===== config.mk =====
export PLATFORM = sky130hd
export DESIGN_NAME = led_refresh_scheduler
export DESIGN_NICKNAME = d
export VERILOG_FILES = /design/src/rtl/led_refresh_scheduler.sv
export SDC_FILE = /design/constraint.sdc
export NUM_CORES = 1
export LEC_CHECK = 0
export CAP_MARGIN = 20
export CELL_PAD_IN_SITES_DETAIL_PLACEMENT = 1
export CELL_PAD_IN_SITES_GLOBAL_PLACEMENT = 2
export CORE_ASPECT_RATIO = 1.5
export CORE_MARGIN = 3
export CORE_UTILIZATION = 25
export DETAILED_ROUTE_END_ITERATION = 7
export GPL_ROUTABILITY_DRIVEN = 0
export PLACE_DENSITY_LB_ADDON = 0.1
export SLEW_MARGIN = 20
export SYNTH_ARGS = -nofsm -noshare
export SYNTH_HDL_FRONTEND = slang
export SYNTH_SLANG_ARGS = --single-unit

===== constraint.sdc =====
create_clock -name clk -period 3.3 [get_ports clk]
set_input_delay 0.825 -clock clk [delete_from_list [all_inputs] [get_ports clk]]
set_output_delay 0.825 -clock clk [all_outputs]
set_load 0.005 [all_outputs]

===== src/rtl/led_refresh_scheduler.sv =====
// led_refresh_scheduler
//   Turns single-cycle activity requests into LED-strip frame transmissions.
//   Requests that arrive while a frame is in flight collapse into one pending
//   refresh. Each frame is followed by a latch gap of LATCH_CYCLES idle cycles,
//   and a watchdog aborts a frame the transmitter never finishes.
//
// Parameters
//   LATCH_CYCLES     minimum idle cycles after each frame (>= 1)
//   WATCHDOG_CYCLES  maximum cycles spent in SEND before abort (>= 2)
//
// Ports
//   clk             system clock, posedge
//   reset           synchronous, active-high reset
//   activity        refresh request, one request per cycle sampled high
//   frame_ready     transmitter can accept a start
//   frame_done      one-cycle pulse, transmitter finished the frame
//   frame_start     start strobe to the transmitter
//   pending         a refresh is queued behind the current frame
//   coalesce_count  saturating count of requests merged into a pending refresh
//   timeout         sticky, a frame was aborted by the watchdog
module led_refresh_scheduler #(
  parameter int unsigned LATCH_CYCLES    = 2500,
  parameter int unsigned WATCHDOG_CYCLES = 1000000
) (
  input  logic       clk,
  input  logic       reset,
  input  logic       activity,
  input  logic       frame_ready,
  input  logic       frame_done,
  output logic       frame_start,
  output logic       pending,
  output logic [7:0] coalesce_count,
  output logic       timeout
);

  localparam int unsigned WdW  = $clog2(WATCHDOG_CYCLES);
  localparam int unsigned LatW = $clog2(LATCH_CYCLES + 1);

  localparam logic [WdW-1:0]  WdLast  = WdW'(WATCHDOG_CYCLES - 1);
  localparam logic [LatW-1:0] LatLoad = LatW'(LATCH_CYCLES - 1);

  typedef enum logic [1:0] {
    StIdle,
    StStart,
    StSend,
    StLatch
  } state_e;

  state_e          state_q, state_d;
  logic            pending_q, pending_d;
  logic [7:0]      coalesce_q, coalesce_d;
  logic            timeout_q, timeout_d;
  logic [WdW-1:0]  wd_cnt_q, wd_cnt_d;
  logic [LatW-1:0] latch_cnt_q, latch_cnt_d;

  logic busy;
  logic pending_next;

  always_ff @(posedge clk) begin
    if (reset) begin
      state_q     <= StIdle;
      pending_q   <= 1'b0;
      coalesce_q  <= 8'd0;
      timeout_q   <= 1'b0;
      wd_cnt_q    <= '0;
      latch_cnt_q <= '0;
    end else begin
      state_q     <= state_d;
      pending_q   <= pending_d;
      coalesce_q  <= coalesce_d;
      timeout_q   <= timeout_d;
      wd_cnt_q    <= wd_cnt_d;
      latch_cnt_q <= latch_cnt_d;
    end
  end

  always_comb begin
    state_d     = state_q;
    timeout_d   = timeout_q;
    wd_cnt_d    = '0;
    latch_cnt_d = latch_cnt_q;

    busy         = (state_q != StIdle);
    pending_next = pending_q | (activity & busy);
    pending_d    = pending_next;

    // Only requests landing on an already-queued refresh are counted as merged.
    coalesce_d = coalesce_q;
    if (activity && busy && pending_q && (coalesce_q != 8'hFF)) begin
      coalesce_d = coalesce_q + 8'd1;
    end

    unique case (state_q)
      StIdle: begin
        if (activity) state_d = StStart;
      end
      StStart: begin
        if (frame_ready) state_d = StSend;
      end
      StSend: begin
        wd_cnt_d = wd_cnt_q + WdW'(1);
        // A completion in the final watchdog cycle still wins over the abort.
        if (frame_done) begin
          state_d     = StLatch;
          latch_cnt_d = LatLoad;
        end else if (wd_cnt_q == WdLast) begin
          state_d     = StLatch;
          latch_cnt_d = LatLoad;
          timeout_d   = 1'b1;
        end
      end
      StLatch: begin
        if (latch_cnt_q == '0) begin
          // pending_next includes a request in this very cycle.
          if (pending_next) begin
            state_d   = StStart;
            pending_d = 1'b0;
          end else begin
            state_d = StIdle;
          end
        end else begin
          latch_cnt_d = latch_cnt_q - LatW'(1);
        end
      end
      default: state_d = StIdle;
    endcase
  end

  assign frame_start    = (state_q == StStart) & frame_ready;
  assign pending        = pending_q;
  assign coalesce_count = coalesce_q;
  assign timeout        = timeout_q;

endmodule


==> run metrics <==
slew margin rel. 49.6%; post-synthesis xor/xnor area fraction 9.43%; Die W 83.1 µm; CTS Hold Buffers Added 0; I/O pin count 16; internal power 1.20 mW; Setup TNS 0 ns; final count of negative-setup-slack endpoints 0; Die Area 0.0101 mm²; status completed; max_cap viols 0; Cell Pwr Density 717 mW/mm²; Antenna Violating Nets Remaining 0; TritonCTS buffer count 5; CTS sink count 44; RSZ-0062 raised after global routing no; clock power share 29.8%; Non-Filler Instances 388; gr ovfl total 0; Hold Violations, Final 0; CTS HTree Levels 2; PortBufs 15; Comb pwr share 35.2%; root buf cell clkbuf_16; adder-cell share of the synthesized area 4.49%; Startpoint Class primary input; placed cell count 380; Hold WC Path Type flip-flop to flip-flop; CTS resizes 0; worst-margin pin slew 0.753 ns; ys flop type dfxtp_1; CTS tree yes; Worst Setup End Kind primary output; Syn. warnings 0; commonest non-fill, non-tap cells in the layout dfxtp_1, nor2_1, nand2_1; FFs w/ async S/R, synth 0%; Routed WL per cell 15.3 µm; Static Leak 0.865 nW; EDFF count, synth 0; total wire length 5930 µm; Final Hold Slack 0.463 ns; Synth Area in Compound Gates 15.6%; FP Rows 41; postcts setup bufs 0; Tcrit/Tclk final 82.9%; Worst EP required 2.47 ns; vias post-DR 1907; Layout area overhead 19.9%; worst-skew pair later-pin latency 0.29 ns; Post-route DRC 0; commonest non-fill, non-tap cell in the layout dfxtp_1; FMAX 366 MHz; Tot Pwr 1.92 mW; critical path arrival 1.91 ns; Mean Syn Cell Area 8.47 µm²; Total Routing Usage GR 12.5%; critical path class primary input to primary output; Iter 0 DRT Violations 50; vias in the first global route 2004; cell area after layout 0.00267 mm²; worst-case clock buffer depth 2; Pins Over Slew Limit 0; ant diodes 0; syn nets 276; register area share after synthesis 39.5%; fin nets 293; Sw Ratio 37.1%; starting density of the core 26.0%; Die Y 122 µm; initial antenna violation count 0; layout cells sized above 1 7.12%; fin crit period 2.73 ns; Post-Syn Instances 263; Netlist cell types 47; crit-path max FO 2; Worst VDD drop 0.230 mV; DR pass1 iterations 4; largest net degree at the start of global routing 26; first-pass GRT wire length 10100 µm; Via density 4.91; largest family of logic cells by synthesized area simple AND/OR/NAND/NOR gates; cell area after synthesis 0.00223 mm²; #FFs+latches synth 44; Flop pwr share 35.0%; Switch Pwr 0.712 mW; Worst-path clk slew 0.06 ns; simple-gate share of the synthesized area 26.4%; clock skew 0.00477 ns; Post-DP HPWL 4440 µm; total core area 0.00857 mm²; Post-DP Area 0.00250 mm²; post-synthesis mux area share 0.449%
==> stage by stage <==
stage	setup slack (ns)	utilization [%]
floorplan	1.15	-
global placement	0.560	29.2
detailed placement	0.549	29.2
CTS	0.551	31.2
global route	0.525	31.2
finish	0.566	31.2
==> Yosys cell counts (all sizes together), types with 3 or more instances <==
library cell / count / area (µm²)
nor4: 3 / 18.8
o21ai: 6 / 41.3
xor2: 12 / 105
a211oi: 3 / 22.5
nand4b: 3 / 26.3
nor2: 43 / 161
inv: 12 / 45.0
nor3: 12 / 76.3
and3: 3 / 18.8
o31ai: 7 / 52.6
ha: 8 / 100
nand2: 16 / 60.1
o21a: 3 / 22.5
a311oi: 5 / 43.8
nand4: 7 / 43.8
a21oi: 14 / 73.8
nor2b: 3 / 18.8
nand3: 15 / 75.1
dfxtp: 44 / 881
xnor2: 12 / 105
clkbuf: 8 / 30.0
==> critical path, stage by stage <==
cell	delay (ns)
clkdlybuf4s50_1	0.47
and2_1	0.12
clkdlybuf4s50_1	0.49
==> flip-flops by register name, indices dropped and copies added (netlist names) <==
signal	count
pending	1
timeout	1
latch_cnt_q	12
wd_cnt_q	20
coalesce_count	8
state_q	2
==> cell type report <==
type                            instances  area (µm²)
Fill cell                             996        5900
Multi-Input combinational cell        197        1260
Sequential cell                        44         881
Timing Repair Buffer                   20         188
Clock inverter                          3        42.5
Tap cell                              107         134
Clock buffer                            5         125
Inverter                               12        45.0
==> path summary, 6_finish.rpt <==
path	slack, ns	depth (start not counted)	endpoint	start
worst max-delay path	0.57	3	frame_start	frame_ready
worst min register to register	0.46	1	wd_cnt_q[0]$_SDFF_PP0_	wd_cnt_q[0]$_SDFF_PP0_
worst max register to register	0.83	5	latch_cnt_q[5]$_SDFFE_PP0P_	wd_cnt_q[11]$_SDFF_PP0_
worst min-delay path	0.46	1	wd_cnt_q[0]$_SDFF_PP0_	wd_cnt_q[0]$_SDFF_PP0_
==> cells by family after synthesis <==
| logic type | Yosys count |
|---|---|
| adders and majority gates | 8 |
| xor gates and xnor gates | 24 |
| buffers and inverters | 22 |
| DFF | 44 |
| AOI/OAI and AO/OA | 48 |
| muxes | 1 |
| and+or+nand+nor | 116 |
==> per-layer routing <==
layer | vias up | part of all wire (%) | global-route usage, %
met5 | - | 0 | 0
met4 | 0 | 1.8 | 5.32
met3 | 6 | 1.5 | 2.23
met2 | 8 | 57 | 24.7
met1 | 937 | 39 | 12.8
li1 | 956 | - | -
==> power by group through the flow <==
stage	Sequential, mW	Clock, mW	Combinational, mW
after detailed placement	0.684	0	0.689
after global routing	0.683	0.612	0.768
final	0.670	0.572	0.675
after floorplan	0.662	0	0.500
after global placement	0.683	0	0.680
after CTS	0.671	0.595	0.692
(Power assumes the default switching activity.)
